**src/rtl/handshake_fork_tx.sv**
```systemverilog
// Ready/valid fork: accepts one word upstream and broadcasts it to N lanes with per-lane handshakes.
// Define HANDSHAKE_FORK_TX_SVA_EN to compile in protocol assertions.
module handshake_fork_tx #(
  parameter int unsigned WIDTH = 4,
  parameter int unsigned N     = 3
) (
  input  logic             CLK,
  input  logic             ASYNCRESET,
  input  logic             in_valid,
  output logic             in_ready,
  input  logic [WIDTH-1:0] in_data,
  input  logic [N-1:0]     lane_en,
  output logic [N-1:0]     out_valid,
  input  logic [N-1:0]     out_ready,
  output logic [WIDTH-1:0] out_data,
  output logic             out_orr,
  output logic             out_andr,
  output logic             busy
);

  logic [N-1:0]     pend_q, pend_d;
  logic [WIDTH-1:0] data_q, data_d;
  logic             orr_q, orr_d;
  logic             andr_q, andr_d;
  logic [N-1:0]     remain;
  logic             accept;

  // Lanes still waiting after this cycle's completions; only those block a new word.
  assign remain   = pend_q & ~out_ready;
  assign in_ready = (remain == '0);
  assign accept   = in_valid & in_ready;

  always_comb begin
    pend_d = remain;
    data_d = data_q;
    orr_d  = orr_q;
    andr_d = andr_q;
    if (accept) begin
      pend_d = lane_en;
      data_d = in_data;
      orr_d  = |in_data;
      andr_d = &in_data;
    end
  end

  always_ff @(posedge CLK or posedge ASYNCRESET) begin
    if (ASYNCRESET) begin
      pend_q <= '0;
      data_q <= '0;
      orr_q  <= 1'b0;
      andr_q <= 1'b0;
    end else begin
      pend_q <= pend_d;
      data_q <= data_d;
      orr_q  <= orr_d;
      andr_q <= andr_d;
    end
  end

  assign out_valid = pend_q;
  assign out_data  = data_q;
  assign out_orr   = orr_q;
  assign out_andr  = andr_q;
  assign busy      = |pend_q;

`ifdef HANDSHAKE_FORK_TX_SVA_EN
  for (genvar gi = 0; gi < N; gi++) begin : g_lane_sva
    a_hold: assert property (@(posedge CLK) disable iff (ASYNCRESET)
      out_valid[gi] && !out_ready[gi] |=> out_valid[gi] && $stable(out_data));
  end

  a_ready: assert property (@(posedge CLK) disable iff (ASYNCRESET)
    in_ready |-> ((out_valid & ~out_ready) == '0));

  a_flags: assert property (@(posedge CLK) disable iff (ASYNCRESET)
    (out_orr === |out_data) && (out_andr === &out_data));

  a_known: assert property (@(posedge CLK) disable iff (ASYNCRESET)
    !$isunknown(out_valid) && !$isunknown(in_ready));
`else
`endif

endmodule

```
**config.mk**
```make
export PLATFORM = sky130hd
export DESIGN_NAME = handshake_fork_tx
export DESIGN_NICKNAME = d
export VERILOG_FILES = /design/src/rtl/handshake_fork_tx.sv
export SDC_FILE = /design/constraint.sdc
export NUM_CORES = 1
export LEC_CHECK = 0
export ABC_AREA = 1
export BUFFER_PORTS_ARGS = -buffer_cell sky130_fd_sc_hd__buf_2
export CAP_MARGIN = 20
export CELL_PAD_IN_SITES_DETAIL_PLACEMENT = 1
export CELL_PAD_IN_SITES_GLOBAL_PLACEMENT = 1
export CORE_UTILIZATION = 29
export DETAILED_ROUTE_END_ITERATION = 16
export PLACE_DENSITY = 0.76
export SLEW_MARGIN = 20
export SYNTH_ARGS = -nofsm -noshare
export SYNTH_HDL_FRONTEND = slang
export SYNTH_SLANG_ARGS = --single-unit
```
**constraint.sdc**
```tcl
create_clock -name CLK -period 2.65 [get_ports CLK]
set_input_delay 0.265 -clock CLK [delete_from_list [all_inputs] [get_ports CLK]]
set_output_delay 0.265 -clock CLK [all_outputs]
set_load 0.005 [all_outputs]
```
==> impl_metrics.env, run 1 <==
export IMPL_power_leakage_nw=0.357
export IMPL_post_cts_resized=0
export IMPL_dieArea_um2=1620
export IMPL_ys_async_sr_fraction_pct=100
export IMPL_use_met3_pct=3.33
export IMPL_synth_cell_types=11
export IMPL_hold_viol_final=0
export IMPL_tightest_slew_ns=0.351
export IMPL_vias_per_cell=4.62
export IMPL_cts_tree="done"
export IMPL_final_nets=93
export IMPL_synth_area_per_cell_um2=8.16
export IMPL_antenna_found_initial=0
export IMPL_cts_made_buffers=3
export IMPL_cap_violations=0
export IMPL_r2r_end="out_data[2]"
export IMPL_fin_hold_ws_ns=0.231
export IMPL_endpoint_kind="output port"
export IMPL_postRouteAntennaNets=0
export IMPL_cp_start_kind="flip-flop"
export IMPL_rsz0062_at_grt="no"
export IMPL_h_tree_depth=1
export IMPL_r2r_setup_slack_ns=1.56
export IMPL_synth_seq_cells=9
export IMPL_grtUsageMet1_pct=20.4
export IMPL_cts_root_buf="clkbuf_4"
export IMPL_fp_row_count=13
export IMPL_regArea_um2=225
export IMPL_vias=434
export IMPL_netlist_instances=52
export IMPL_path_max_fanout=10
export IMPL_fill_cells=181
export IMPL_power_density_nw_per_um2=652
export IMPL_met2_usage_pct=26.2
export IMPL_coreArea_um2=1330
export IMPL_max_freq_mhz=681
export IMPL_fin_tns_setup_ns=0
export IMPL_drv_slew=0
export IMPL_min_path_type="in2reg"
export IMPL_grt_use_total_pct=16.2
export IMPL_worstSetupPathType="reg2out"
export IMPL_fin_ws_ns=1.18
export IMPL_cts_buffer_depth=2
export IMPL_synthTopCellsByCount="nand2_1, dfrtp_1, nand3_1, inv_1, nand2_2"
export IMPL_status="finished clean"
export IMPL_clk_pin_slew_worst_paths_ns=0.06
export IMPL_numClockSinks=9
export IMPL_gp_congestion=0.757
export IMPL_synth_area_leader_cell="dfrtp_1"
export IMPL_fin_skew_ns=0.000690
export IMPL_syn_area_um2=424
export IMPL_yosysWarnings=0
export IMPL_postLayoutCoreUtil_pct=44.0
export IMPL_clk_latency_ns=0.26
export IMPL_routed_wirelength_mm=1.14
export IMPL_yosysMostFrequentCell="nand2_1"
export IMPL_grt_max_degree=11
export IMPL_start_util_pct=31.8
export IMPL_cp_arrival_ns=1.20
export IMPL_drc_errors=0
export IMPL_antenna_cells=0
export IMPL_synth_top_area_share_pct=53.1
export IMPL_reg2reg_depth=4
export IMPL_drtIter0Drc=10
export IMPL_r2r_start="out_valid[0]"
export IMPL_synth_area_top_cells="dfrtp_1, nand2_1, nand3_1, nand2_2, inv_1"
export IMPL_setup_violations=0
export IMPL_synth_ff_type="dfrtp_1"
export IMPL_multiInputGateArea_um2=173
export IMPL_wl_per_cell_um=12.1
export IMPL_die_h_um=40.2
export IMPL_die_width_um=40.2
export IMPL_cts_hold_buf=1
export IMPL_synth_seq_area_share_pct=53.1
export IMPL_drive_gt1_share_pct=40.5
export IMPL_worstPathRequired_ns=2.38
export IMPL_syn_to_final_growth_pct=38.3
export IMPL_crit_start="out_valid[0]"
export IMPL_place_hpwl_um=871
export IMPL_endpoint="in_ready"
export IMPL_finalCritPeriodShare_pct=55.4
export IMPL_cts_setup_buffers=0
export IMPL_dpl_worst_slack_ns=1.47
export IMPL_grt_overflow=0
export IMPL_fin_crit_ns=1.47
export IMPL_irDropWorstVdd_uv=180
export IMPL_drt_pass1_iterations=4
export IMPL_grt_pass1_wl_mm=1.70
export IMPL_io_buffer_count=23
export IMPL_synth_edf_count=0
export IMPL_grt_pass1_vias=391
export IMPL_relSlewSlack_pct=76.6
export IMPL_ioPinCount=24
export IMPL_syn_nets=65
export IMPL_busiest_layer="met2"
critical path: stages, from the launching register on:
cell and delay [ns]:
dfrtp_1 0.41, nand2_2 0.12, nand2_2 0.08, nor2_4 0.19, buf_2 0.16
per-stage QoR:
stage / total power [mW] / cell area [um^2] / instances
global placement: 0.274 / 551 / 89
detailed placement: 0.280 / 551 / 89
CTS: 0.389 / 587 / 94
global route: 0.410 / 587 / 94
floorplan: 0.228 / 424 / 52
finish: 0.382 / 587 / 94
state kept, by name, indices dropped and copies added, names as in the netlist:
signal,flops
out_orr,1
out_andr,1
out_valid,3
out_data,4
worst min path at each step:
stage               cells past startpoint           end       start
finish                                  3  out_valid[0]  lane_en[0]
global route                            3  out_valid[0]  lane_en[0]
CTS                                     3  out_valid[0]  lane_en[0]
detailed placement                      2   out_data[3]  ASYNCRESET
global placement                        2  out_valid[1]  ASYNCRESET
floorplan                               1      out_andr  ASYNCRESET
cell families after synthesis:
kind of cell	synth area share [%]
flip-flops	53.1
AND/OR/NAND/NOR	40.7
buffers and inverters	6.19
routing by layer:
metal  part of all wire (%)  wire, um
met1                     45       512
met5                      0         0
met4                      0         0
met3                    4.0        45
met2                     51       580
cell type report:
class / count / share of cell area [%]
Clock buffer: 4 / 4.48
Inverter: 5 / 3.20
Multi-Input combinational cell: 37 / 29.4
Sequential cell: 9 / 38.4
Tap cell: 15 / 3.20
Timing Repair Buffer: 24 / 21.3
cell usage in the layout, fill, tap and decap left out:
cell / instances
buf_2: 23
nand2_1: 18
nand3_1: 9
dfrtp_1: 9
inv_1: 4
nand2_2: 4
nor2_1: 3
clkbuf_4: 3
nand4_1: 1
inv_2: 1
nor2_4: 1
or3_1: 1
clkbuf_1: 1
dlygate4sd3_1: 1
power breakdown:
| group | internal, mW | switching (mW) |
|---|---|---|
| Combinational | 0.0454 | 0.0561 |
| Sequential | 0.161 | 0.0140 |
| Clock | 0.0580 | 0.0474 |
Note: power is estimated with default switching activity, not from simulation.
==> inputs of run 2 (changes only) <==
--- a/config.mk
+++ b/config.mk
@@ -5,14 +5,14 @@
 export SDC_FILE = /design/constraint.sdc
 export NUM_CORES = 1
 export LEC_CHECK = 0
-export ABC_AREA = 1
+export ABC_AREA = 0
 export BUFFER_PORTS_ARGS = -buffer_cell sky130_fd_sc_hd__buf_2
 export CAP_MARGIN = 20
 export CELL_PAD_IN_SITES_DETAIL_PLACEMENT = 1
 export CELL_PAD_IN_SITES_GLOBAL_PLACEMENT = 1
-export CORE_UTILIZATION = 29
+export CORE_UTILIZATION = 28
 export DETAILED_ROUTE_END_ITERATION = 16
-export PLACE_DENSITY = 0.76
+export PLACE_DENSITY = 0.72
 export SLEW_MARGIN = 20
 export SYNTH_ARGS = -nofsm -noshare
 export SYNTH_HDL_FRONTEND = slang
==> constraint.sdc (replaced) <==
create_clock -name CLK -period 1.5 [get_ports CLK]
set_input_delay 0.15 -clock CLK [delete_from_list [all_inputs] [get_ports CLK]]
set_output_delay 0.15 -clock CLK [all_outputs]
set_load 0.005 [all_outputs]
==> impl_metrics.env, run 2 <==
export IMPL_synth_seq_area_share_pct=58.8
export IMPL_grt_max_degree=10
export IMPL_gp_congestion=0.740
export IMPL_place_hpwl_um=725
export IMPL_start_util_pct=32.3
export IMPL_max_freq_mhz=767
export IMPL_irDropWorstVdd_uv=545
export IMPL_cts_made_buffers=3
export IMPL_path_max_fanout=3
export IMPL_numClockSinks=9
export IMPL_syn_nets=44
export IMPL_final_nets=73
export IMPL_pwr_share_seq_pct=47.3
export IMPL_fin_crit_ns=1.30
export IMPL_synth_ff_type="dfrtp_1"
export IMPL_cp_start_kind="flip-flop"
export IMPL_netlist_instances=31
export IMPL_fin_tns_setup_ns=0
export IMPL_power_leakage_nw=0.288
export IMPL_hold_viol_final=0
export IMPL_min_path_type="in2reg"
export IMPL_vias_per_cell=4.58
export IMPL_drt_pass1_iterations=4
export IMPL_regArea_um2=225
export IMPL_synth_cell_types=11
export IMPL_synth_area_per_cell_um2=12.4
export IMPL_dieArea_um2=1520
export IMPL_largest_register_ffs=4
export IMPL_cts_buffer_depth=2
export IMPL_worstPathRequired_ns=1.35
export IMPL_synth_edf_count=0
export IMPL_relSlewSlack_pct=77.6
export IMPL_cts_tree="done"
export IMPL_multiInputGateArea_um2=139
export IMPL_grt_overflow=0
export IMPL_final_common_cell="buf_2"
export IMPL_synthTopCellsByCount="dfrtp_1, inv_1, mux2_2, nand2b_1, o21ai_0"
export IMPL_rsz0062_at_grt="no"
export IMPL_drtIter0Drc=4
export IMPL_fin_skew_ns=0.00783
export IMPL_wl_met2_um=445
export IMPL_swShare_pct=26.7
export IMPL_cap_violations=0
export IMPL_cts_root_buf="clkbuf_4"
export IMPL_endpoint_kind="output port"
export IMPL_clk_pin_slew_worst_paths_ns=0.06
export IMPL_drt_met1_wl_um=363
export IMPL_postRouteAntennaNets=0
export IMPL_worstSetupPathType="reg2out"
export IMPL_p_switching_mw=0.171
export IMPL_grt_use_total_pct=16.9
export IMPL_yosysWarnings=0
export IMPL_drc_errors=0
export IMPL_wl_per_cell_um=12.3
export IMPL_drive_gt1_share_pct=54.2
export IMPL_syn_area_um2=383
export IMPL_h_tree_depth=1
export IMPL_finalCritPeriodShare_pct=86.9
export IMPL_crit_chain="or3_1, buf_2"
export IMPL_cp_slowest_cell="dfrtp_1"
export IMPL_p_int_mw=0.471
export IMPL_synth_area_top_cells="dfrtp_1, mux2_2, inv_1, nand2b_1, o21ai_0"
export IMPL_drv_slew=0
export IMPL_p_clk_share_pct=29.3
export IMPL_die_width_um=39.0
export IMPL_setup_violations=0
export IMPL_route_met3_wl_um=55
export IMPL_antenna_found_initial=0
export IMPL_critPathMaxStageDelay_ns=0.38
export IMPL_postLayoutCoreUtil_pct=46.5
export IMPL_yosysMostFrequentCell="dfrtp_1"
export IMPL_synth_seq_cells=9
export IMPL_status="finished clean"
export IMPL_syn_to_final_growth_pct=44.1
export IMPL_ioPinCount=24
export IMPL_ys_async_sr_fraction_pct=100
export IMPL_routed_wirelength_um=897
export IMPL_cp_arrival_ns=1.15
export IMPL_clk_latency_ns=0.27
export IMPL_power_frac_comb_pct=23.4
export IMPL_grt_pass1_vias=347
export IMPL_vias=334
export IMPL_cts_setup_buffers=0
export IMPL_die_h_um=39.0
export IMPL_synth_area_leader_cell="dfrtp_1"
export IMPL_grt_pass1_wl_mm=1.54
export IMPL_power_density_nw_per_um2=1160
export IMPL_layout_common_cells="buf_2, dfrtp_1, mux2_2, inv_1"
export IMPL_synth_top_area_share_pct=58.8
export IMPL_fp_row_count=12
export IMPL_fill_cells=147
export IMPL_antenna_cells=0
export IMPL_io_buffer_count=23
export IMPL_top_layer_used="met4"
export IMPL_coreArea_um2=1190
export IMPL_tightest_slew_ns=0.335
-- run 2: power by group through the flow --
stage,combinational (mW),clock (mW),sequential [mW]
finish,0.150,0.188,0.303
global route,0.168,0.209,0.308
CTS,0.154,0.200,0.304
detailed placement,0.151,0,0.309
global placement,0.148,0,0.309
floorplan,0.0661,0,0.312
-- run 2: per-layer routing --
metal,vias to the layer above,GRT usage [%]
met4,0,12.9
li1,162,-
met2,8,25.0
met5,-,0
met3,5,10.4
met1,159,16.7
-- run 2: area by class of cell --
cell class	instances	share of cell area (%)
Inverter	5	3.40
Sequential cell	9	40.8
Tap cell	14	3.17
Multi-Input combinational cell	17	25.2
Clock buffer	4	4.76
Timing Repair Buffer	24	22.7
-- run 2: cell families after synthesis --
family	Yosys count	synth area share (%)
buffers and inverters	5	4.90
multiplexers	6	17.3
AO/OA/AOI/OAI	3	3.92
AND/OR/NAND/NOR	8	15.0
flip-flops	9	58.8
-- run 2: stage by stage --
step / area (um^2) / hold WS, ns / instances / total power [mW] / setup WS [ns]
floorplan: 383 / -0.0221 / 31 / 0.378 / 0.359
global placement: 515 / 0.118 / 68 / 0.456 / 0.246
detailed placement: 515 / 0.127 / 68 / 0.461 / 0.243
CTS: 552 / 0.125 / 73 / 0.658 / 0.176
global route: 552 / 0.130 / 73 / 0.686 / 0.150
finish: 552 / 0.135 / 73 / 0.642 / 0.197
-- run 2: final timing paths --
check	slack, ns	startpoint	depth (start not counted)	to
min in group asynchronous	0.37	ASYNCRESET	3	out_orr
max in group asynchronous	0.87	ASYNCRESET	3	out_data[0]
min	0.13	lane_en[0]	3	out_valid[0]
max reg2reg	0.23	out_valid[1]	3	out_data[1]
max	0.20	out_valid[0]	2	busy
min reg2reg	0.50	out_data[0]	1	out_data[0]
-- run 2: worst max-delay path: cells and delay by family, from the launching register on --
kind	cells	cell delay [ns]
buffers and inverters	1	0.13
AND/OR/NAND/NOR	1	0.37
flip-flops	1	0.38
-- run 2: timing repair --
item,4_1_cts,5_1_grt
endpoints found under the hold margin,9,0
hold buffers,1,0
resized for setup,0,0
endpoints found under the setup margin,0,0
==> inputs of run 3 (changes only) <==
--- a/config.mk
+++ b/config.mk
@@ -10,9 +10,10 @@
 export CAP_MARGIN = 20
 export CELL_PAD_IN_SITES_DETAIL_PLACEMENT = 1
 export CELL_PAD_IN_SITES_GLOBAL_PLACEMENT = 1
-export CORE_UTILIZATION = 28
+export CORE_AREA = 2 2 39 41
 export DETAILED_ROUTE_END_ITERATION = 16
-export PLACE_DENSITY = 0.72
+export DIE_AREA = 0 0 41 43
+export PLACE_DENSITY = 0.73
 export SLEW_MARGIN = 20
 export SYNTH_ARGS = -nofsm -noshare
 export SYNTH_HDL_FRONTEND = slang
==> constraint.sdc (replaced) <==
create_clock -name CLK -period 1.6 [get_ports CLK]
set_input_delay 0.16 -clock CLK [delete_from_list [all_inputs] [get_ports CLK]]
set_output_delay 0.16 -clock CLK [all_outputs]
set_load 0.05 [all_outputs]
==> impl_metrics.env, run 3 (same netlist as run 2, synthesis figures left out) <==
export IMPL_status="finished clean"
export IMPL_dp_cells=70
export IMPL_swShare_pct=43.0
export IMPL_max_freq_mhz=721
export IMPL_gp_congestion=0.617
export IMPL_drtIter0Drc=2
export IMPL_fin_tns_setup_ns=0
export IMPL_endpoint_kind="output port"
export IMPL_io_buffer_count=23
export IMPL_path_buf_inv=1
export IMPL_setup_violations=0
export IMPL_die_width_um=41
export IMPL_multiInputGateArea_um2=139
export IMPL_ioPinCount=24
export IMPL_cts_buffer_depth=2
export IMPL_vias=344
export IMPL_grt_use_total_pct=13.0
export IMPL_worstPathRequired_ns=1.44
export IMPL_grt_pass1_vias=370
export IMPL_fin_skew_ns=0.00663
export IMPL_irDropWorstVdd_uv=582
export IMPL_fill_cells=172
export IMPL_crit_family="flip-flops"
export IMPL_postLayoutCoreUtil_pct=40.1
export IMPL_post_cts_resized=0
export IMPL_dieArea_um2=1760
export IMPL_cap_violations=0
export IMPL_h_tree_depth=1
export IMPL_numClockSinks=9
export IMPL_grt_pass1_wl_mm=1.55
export IMPL_place_hpwl_um=777
export IMPL_hold_viol_final=0
export IMPL_cp_start_kind="flip-flop"
export IMPL_cts_tree="done"
export IMPL_instances_no_fill=75
export IMPL_p_switching_mw=0.331
export IMPL_p_clk_share_pct=22.5
export IMPL_fp_row_count=14
export IMPL_final_common_cell="buf_2"
export IMPL_cts_made_buffers=3
export IMPL_antenna_cells=0
export IMPL_die_h_um=43
export IMPL_power_leakage_nw=0.291
export IMPL_r2r_setup_slack_ns=0.33
export IMPL_pwr_share_seq_pct=37.1
export IMPL_crit_chain="or3_1, buf_2"
export IMPL_coreArea_um2=1380
export IMPL_min_path_type="in2reg"
export IMPL_fin_area_um2=556
export IMPL_antenna_found_initial=0
export IMPL_grt_max_degree=10
export IMPL_critPathMaxStageDelay_ns=0.39
export IMPL_dpl_cell_area_um2=518
export IMPL_postRouteAntennaNets=0
export IMPL_worstSetupPathType="reg2out"
export IMPL_cp_arrival_ns=1.23
export IMPL_regArea_um2=225
export IMPL_rsz0062_at_grt="no"
export IMPL_routed_wirelength_um=954
export IMPL_layout_common_cells="buf_2, dfrtp_1, mux2_2, inv_1"
export IMPL_fin_hold_ws_ns=0.152
export IMPL_drt_pass1_iterations=3
export IMPL_syn_to_final_growth_pct=45.1
export IMPL_cts_root_buf="clkbuf_4"
export IMPL_clk_latency_ns=0.26
export IMPL_clk_pin_slew_worst_paths_ns=0.07
export IMPL_final_nets=73
export IMPL_dpl_worst_slack_ns=0.328
export IMPL_largest_register_ffs=4
export IMPL_path_max_fanout=3
export IMPL_fin_crit_ns=1.39
export IMPL_relSlewSlack_pct=76.3
export IMPL_power_density_nw_per_um2=1390
export IMPL_fin_ws_ns=0.213
export IMPL_drc_errors=0
export IMPL_wl_per_cell_um=12.7
export IMPL_finalCritPeriodShare_pct=86.7
export IMPL_tightest_slew_ns=0.355
export IMPL_finalPower_mw=0.770
export IMPL_drive_gt1_share_pct=55.9
export IMPL_vias_per_cell=4.59
export IMPL_power_frac_comb_pct=40.4
export IMPL_start_util_pct=27.7
export IMPL_drv_slew=0
export IMPL_cp_slowest_cell="dfrtp_1"
export IMPL_p_int_mw=0.439
export IMPL_grt_overflow=0
run 3: cell count changes in the layout (fill, tap and decap cells not counted):
cell      previous run  this run
clkbuf_1             1         0
clkinv_2             0         1
run 3: worst min-delay path, cell delays in order:
cell	delay, ns
buf_2	0.10
inv_1	0.04
o21ai_0	0.07
run 3: power by group through the flow:
| stage | clock network (mW) | registers, mW | logic (mW) |
|---|---|---|---|
| after global routing | 0.200 | 0.291 | 0.329 |
| after floorplan | 0 | 0.424 | 0.0970 |
| after detailed placement | 0 | 0.289 | 0.313 |
| after global placement | 0 | 0.289 | 0.310 |
| final | 0.174 | 0.286 | 0.311 |
| after CTS | 0.183 | 0.285 | 0.315 |
run 3: path summary, 6_finish.rpt:
kind | from | to | cells past startpoint
min in group asynchronous | ASYNCRESET | out_orr | 3
worst max register to register | out_valid[1] | out_orr | 3
max in group asynchronous | ASYNCRESET | out_valid[2] | 3
worst max-delay path | out_valid[0] | busy | 2
worst min register to register | out_data[2] | out_data[2] | 1
worst min-delay path | lane_en[0] | out_valid[0] | 3
run 3: final cells by class:
type	count	area share, %
flip-flops and latches	9	40.5
multi-input cells	17	25.0
clock buffers	3	4.05
repair buffers	24	22.5
inverters	5	3.38
well taps	16	3.60
clock inverters	1	0.901
run 3: what timing repair did:
action,CTS,global route
hold endpoints to repair,9,0
setup buffers,0,0
hold buffers,1,0
run 3: routing by layer:
metal / part of all wire [%] / vias up / track usage (%) / wire length, um
li1: - / 161 / - / -
met1: 43 / 158 / 15.9 / 413
met5: 0 / - / 0 / 0
met4: 0 / 0 / 8.00 / 0
met3: 13 / 0 / 3.14 / 120
met2: 44 / 25 / 19.4 / 419
